File: config.mk
export PLATFORM = sky130hd
export DESIGN_NAME = apbmst
export DESIGN_NICKNAME = d
export VERILOG_FILES = /design/src/rtl/apbmst_pkg.sv /design/src/rtl/apbmst_tmr.sv /design/src/rtl/apbmst.sv
export SDC_FILE = /design/constraint.sdc
export NUM_CORES = 1
export LEC_CHECK = 0
export ABC_AREA = 0
export CAP_MARGIN = 20
export CORE_MARGIN = 4
export CORE_UTILIZATION = 41
export DETAILED_ROUTE_END_ITERATION = 10
export PLACE_DENSITY = 0.81
export SYNTH_ARGS = -nofsm -noshare
export SYNTH_HDL_FRONTEND = slang
export SYNTH_SLANG_ARGS = --single-unit
File: constraint.sdc
create_clock -name I_APBM_PCLK -period 1.9 [get_ports I_APBM_PCLK]
set_input_delay 0.19 -clock I_APBM_PCLK [delete_from_list [all_inputs] [get_ports I_APBM_PCLK]]
set_output_delay 0.19 -clock I_APBM_PCLK [all_outputs]
set_load 0.02 [all_outputs]
File: src/rtl/apbmst_pkg.sv
// Shared definitions for the APB requester: FSM state encodings and the default wait limit.
package apbmst_pkg;

    typedef enum logic [1:0] {
        P_IDLE   = 2'h0,
        P_SETUP  = 2'h1,
        P_ACCESS = 2'h2
    } apbm_state_e;

    localparam int C_TIMEOUT_DEF = 16;

endpackage

File: src/rtl/apbmst_tmr.sv
// ACCESS-phase wait counter: cleared on entry, counts PREADY-low cycles, flags the last allowed one.
module apbmst_tmr
    import apbmst_pkg::*;
#(
    parameter int P_TIMEOUT = C_TIMEOUT_DEF
) (
    input  logic i_clk,
    input  logic i_rst_n,
    input  logic i_clr,
    input  logic i_inc,
    output logic o_hit
);

    localparam int              C_W     = $clog2(P_TIMEOUT);
    localparam logic [C_W-1:0]  C_LIMIT = C_W'(P_TIMEOUT - 1);

    logic [C_W-1:0] r_cnt;

    // NOTE: sequential state uses non-blocking assignments so every register samples pre-edge values.
    always_ff @(posedge i_clk or negedge i_rst_n) begin
        if (!i_rst_n) begin
            r_cnt <= '0;
        end else if (i_clr) begin
            r_cnt <= '0;
        end else if (i_inc) begin
            r_cnt <= r_cnt + 1'b1;
        end
    end

    assign o_hit = (r_cnt == C_LIMIT);

endmodule

File: src/rtl/apbmst.sv
// APB requester: accepts one command at a time, runs SETUP/ACCESS, reports completion or timeout.
module apbmst
    import apbmst_pkg::*;
#(
    parameter int P_TIMEOUT = C_TIMEOUT_DEF
) (
    input  logic        I_APBM_PCLK,
    input  logic        I_APBM_PRESET_N,
    input  logic        I_APBM_REQ_VALID,
    output logic        O_APBM_REQ_READY,
    input  logic        I_APBM_REQ_WRITE,
    input  logic [31:0] I_APBM_REQ_ADDR,
    input  logic [31:0] I_APBM_REQ_WDATA,
    output logic        O_APBM_RSP_VALID,
    output logic [31:0] O_APBM_RSP_RDATA,
    output logic        O_APBM_RSP_TIMEOUT,
    output logic        O_APBM_PSEL,
    output logic        O_APBM_PENABLE,
    output logic        O_APBM_PWRITE,
    output logic [31:0] O_APBM_PADDR,
    output logic [31:0] O_APBM_PWDATA,
    input  logic [31:0] I_APBM_PRDATA,
    input  logic        I_APBM_PREADY
);

    apbm_state_e r_state;
    logic        r_req_ready;
    logic        r_rsp_valid;
    logic        r_rsp_timeout;
    logic [31:0] r_rsp_rdata;
    logic        r_psel;
    logic        r_penable;
    logic        r_pwrite;
    logic [31:0] r_paddr;
    logic [31:0] r_pwdata;

    logic w_tmr_clr;
    logic w_tmr_inc;
    logic w_tmr_hit;

    assign w_tmr_clr = (r_state == P_SETUP);
    assign w_tmr_inc = (r_state == P_ACCESS) && !I_APBM_PREADY;

    apbmst_tmr #(.P_TIMEOUT(P_TIMEOUT)) u_tmr (
        .i_clk   (I_APBM_PCLK),
        .i_rst_n (I_APBM_PRESET_N),
        .i_clr   (w_tmr_clr),
        .i_inc   (w_tmr_inc),
        .o_hit   (w_tmr_hit)
    );

    always_ff @(posedge I_APBM_PCLK or negedge I_APBM_PRESET_N) begin
        if (!I_APBM_PRESET_N) begin
            r_state       <= P_IDLE;
            r_req_ready   <= 1'b0;
            r_rsp_valid   <= 1'b0;
            r_rsp_timeout <= 1'b0;
            r_rsp_rdata   <= '0;
            r_psel        <= 1'b0;
            r_penable     <= 1'b0;
            r_pwrite      <= 1'b0;
            r_paddr       <= '0;
            r_pwdata      <= '0;
        end else begin
            // Response flags are single-cycle pulses; only the completing branch raises them.
            r_rsp_valid   <= 1'b0;
            r_rsp_timeout <= 1'b0;
            case (r_state)
                P_IDLE: begin
                    if (r_req_ready && I_APBM_REQ_VALID) begin
                        r_req_ready <= 1'b0;
                        r_pwrite    <= I_APBM_REQ_WRITE;
                        r_paddr     <= I_APBM_REQ_ADDR;
                        r_pwdata    <= I_APBM_REQ_WDATA;
                        r_psel      <= 1'b1;
                        r_state     <= P_SETUP;
                    end else begin
                        r_req_ready <= 1'b1;
                    end
                end
                P_SETUP: begin
                    r_penable <= 1'b1;
                    r_state   <= P_ACCESS;
                end
                P_ACCESS: begin
                    // A ready completer in the limit cycle takes priority over the abort.
                    if (I_APBM_PREADY) begin
                        r_psel      <= 1'b0;
                        r_penable   <= 1'b0;
                        r_rsp_valid <= 1'b1;
                        r_req_ready <= 1'b1;
                        r_state     <= P_IDLE;
                        if (!r_pwrite) begin
                            r_rsp_rdata <= I_APBM_PRDATA;
                        end
                    end else if (w_tmr_hit) begin
                        r_psel        <= 1'b0;
                        r_penable     <= 1'b0;
                        r_rsp_valid   <= 1'b1;
                        r_rsp_timeout <= 1'b1;
                        r_req_ready   <= 1'b1;
                        r_state       <= P_IDLE;
                    end
                end
                default: begin
                    r_psel    <= 1'b0;
                    r_penable <= 1'b0;
                    r_state   <= P_IDLE;
                end
            endcase
        end
    end

    assign O_APBM_REQ_READY   = r_req_ready;
    assign O_APBM_RSP_VALID   = r_rsp_valid;
    assign O_APBM_RSP_TIMEOUT = r_rsp_timeout;
    assign O_APBM_RSP_RDATA   = r_rsp_rdata;
    assign O_APBM_PSEL        = r_psel;
    assign O_APBM_PENABLE     = r_penable;
    assign O_APBM_PWRITE      = r_pwrite;
    assign O_APBM_PADDR       = r_paddr;
    assign O_APBM_PWDATA      = r_pwdata;

endmodule

==> out/qor.txt <==
CTS tree = done
Pins Over Slew Limit = 0
Tmin final = 1.68 ns
Syn Area/Cell = 16.4 sq um
largest net degree at the start of global routing = 46
Lkg Pwr = 2.76 nW
FFs w/ async S/R, synth = 100%
drt wl/cell = 17.2 um
area of the multi-input gates = 0.00141 sq mm
Die Y = 109 um
capturing point of the worst reg2reg path = O_APBM_PWDATA[1]
Yosys top cell area share = 64.4%
CP startpoint = r_state[1]
final setup TNS = 0 ns
instance count of the mapped netlist = 256
cts hold-fix bufs = 1
hpwl dp = 7.82 mm
simple-gate share of the synthesized area = 2.71%
met3 Usage GRT = 7.99%
area grow syn2layout = 58.3%
Rows = 36
net switching power figure = 0.00403 W
worst-margin pin slew = 0.489 ns
Synth Area in Adders = 0.298%
final hold viol count = 0
met2 Use GR = 29.7%
flop-to-flop setup slack = 0.22 ns
Tot Pwr = 0.0116 W
critical path class = reg -> reg
Core Region = 0.00986 sq mm
Nets = 566
Clock Skew = 0.00840 ns
Max-Slew Margin vs Limit = 67.4%
antenna diode count = 0
Synth top cells by count = dfrtp_1 (108), mux2_2 (77), mux2_4 (20), buf_2 (8), o21ai_0 (6)
final setup violation count = 0
Worst setup SP type = flop
initial antenna violation count = 0
combinational share of power = 51.8%
crit path to = O_APBM_PWDATA[1]
port bufs = 202
vias in the first global route = 3,193
grt total ovfl = 0
Clk pwr share = 12.9%
register bit count reported by yosys = 108
global placer's final weighted congestion = 0.756
clk sink count = 108
largest family of logic cells by synthesized area = multiplexers
deepest clock path buffer count = 2
syn nets = 358
Hold WC Path Type = in -> async
iteration-0 DRC count of the detailed router = 82
via/cell ratio = 4.77
I/O pin cnt = 203
mapped cell area = 0.00420 sq mm
Initial Util = 42.6%
share of cells above drive strength 1 = 26.5%
peak supply drop = 878 uV
Max FO, Critical Path = 28
Switching Share = 34.8%
clock latency at the later pin of the worst-skew pair = 0.35 ns
CTS resizes = 0
status = finished, final reports clean
Synth area leaders = dfrtp_1 (64%), mux2_2 (21%), mux2_4 (7.2%)
PwrDens = 1740 mW/mm^2
Post-Synth XOR/XNOR Area = 0%
first-pass GRT wire length = 15.8 mm
die area = 0.0119 sq mm
busiest grt layer = met2
share of power burned in registers = 35.3%
CP Data Required Time = 2.13 ns
fill count = 698
Vias = 2,865
routed wire length = 10.3 mm
clock-pin slew of the registers on the worst-case setup and hold paths = 0.09 ns
H-tree depth = 3
Main synth FF type = dfrtp_1
global-route track usage on met1 = 18.6%
Int Power = 0.00756 W
die width = 109 um
Distinct cells, synth = 31
R2R depth = 4
Fmax = 594 MHz
register area share after synthesis = 64.4%
DRC viols = 0
CP endpoint kind = flop
Post-synth EDFFs = 0
fin crit share = 88.6%
clock root buffer = clkbuf_8
Global Route Usage Sum = 17.2%
post-synthesis mux area share = 27.8%
Register Area = 0.00270 sq mm
post-CTS setup buffer count = 0
top cell type by total area after synthesis = dfrtp_1
CTS buffer count = 9
Post-DRT Antenna Nets = 0
Synth Area in Compound Gates = 2.56%
drt pass-1 iters = 4
Syn. warnings = 0
R2R Path Start = r_state[1]
most numerous cell in the Yosys netlist = dfrtp_1
RSZ-0062 raised after global routing = no
CP arrival = 1.92 ns
number of max-cap violations = 0
flip-flops by register name (all words and copies together) (netlist names), 2 cells and up:
signal            flops
O_APBM_PADDR         32
r_state               2
u_tmr.r_cnt           4
O_APBM_PWDATA        32
O_APBM_RSP_RDATA     32
layer usage:
metal	up-vias	wire (um)
li1	1316	-
met1	1396	3890
met2	141	4960
met3	12	1330
met4	0	153
met5	-	0
logic make-up (layout without fill, tap and decap cells):
logic type,Yosys count,count (layout)
DFF,108,108
muxes,97,97
AOI/OAI and AO/OA,17,17
and+or+nand+nor,17,17
buffers and inverters,16,228
adders and majority gates,1,1
worst min path at each step:
stage | to | cells past startpoint | startpoint | slack [ns]
floorplan | O_APBM_PADDR[0] | 0 | I_APBM_PRESET_N | -0.11
global placement | O_APBM_RSP_RDATA[21] | 1 | I_APBM_PRESET_N | 0.18
detailed placement | O_APBM_RSP_RDATA[21] | 1 | I_APBM_PRESET_N | 0.19
CTS | u_tmr.r_cnt[1] | 2 | I_APBM_PRESET_N | 0.36
global route | O_APBM_RSP_VALID | 2 | I_APBM_PRESET_N | 0.39
finish | O_APBM_RSP_RDATA[21] | 2 | I_APBM_PRESET_N | 0.38
power groups by stage:
stage / registers, W / clock network, W / logic (W)
3_3_place_gp: 0.00407 / 0 / 0.00597
2_1_floorplan: 0.00542 / 0 / 0.00180
3_5_place_dp: 0.00415 / 0 / 0.00606
6_report: 0.00409 / 0.00149 / 0.00601
4_1_cts: 0.00412 / 0.00155 / 0.00609
5_1_grt: 0.00426 / 0.00164 / 0.00636
critical path, cell delays in order, from the launching register on:
cell and delay [ns]:
dfrtp_1 0.53, nor2_1 0.19, and3_4 0.24, buf_12 0.22, mux2_2 0.37
final cells by class:
class	instances	share of cell area [%]
Timing Repair Buffer	211	32.2
Multi-Input combinational cell	132	21.3
Clock buffer	11	2.13
Sequential cell	108	40.7
Clock inverter	4	1.11
Inverter	2	0.113
Tap cell	133	2.50
metrics by stage:
step	std cells	hold WS, ns	area, sq um	setup slack, ns	utilization (%)
floorplan	256	-0.106	4200	0.395	-
global placement	585	0.180	6420	0.256	65.1
detailed placement	585	0.189	6420	0.224	65.1
CTS	601	0.362	6640	0.219	67.4
global route	601	0.393	6640	0.129	67.4
finish	601	0.378	6640	0.218	67.4
cells in the final DEF (no fill, tap or decap):
cell             synthesis  final
dfrtp_1                108    108
mux2_2                  77     77
and2_0                   1      1
nand3_1                  2      2
and3_4                   0      1
nand2_1                  3      3
nor2_1                   1      1
nor3_1                   1      1
nand2b_4                 1      1
clkbuf_8                 0     10
buf_12                   0      4
nor4bb_1                 1      1
nor3b_4                  0      1
nor3b_1                  1      1
o21ai_0                  6      6
clkdlybuf4s50_1          0    201
nand4b_1                 1      1
o211ai_1                 3      3
a31o_2                   1      1
dlygate4sd3_1            0      1
a2bb2oi_1                1      1
o21a_1                   1      1
ha_1                     1      1
clkinv_4                 0      1
or3_1                    1      1
clkbuf_1                 2      1
inv_1                    2      2
a21o_1                   1      1
o21bai_1                 1      1
clkinv_2                 0      1
nor2b_1                  1      1
nand2b_1                 1      1
bufinv_16                0      2
buf_4                    0      5
mux2_4                  20     20
a21oi_1                  3      3
(Power assumes the default switching activity.)
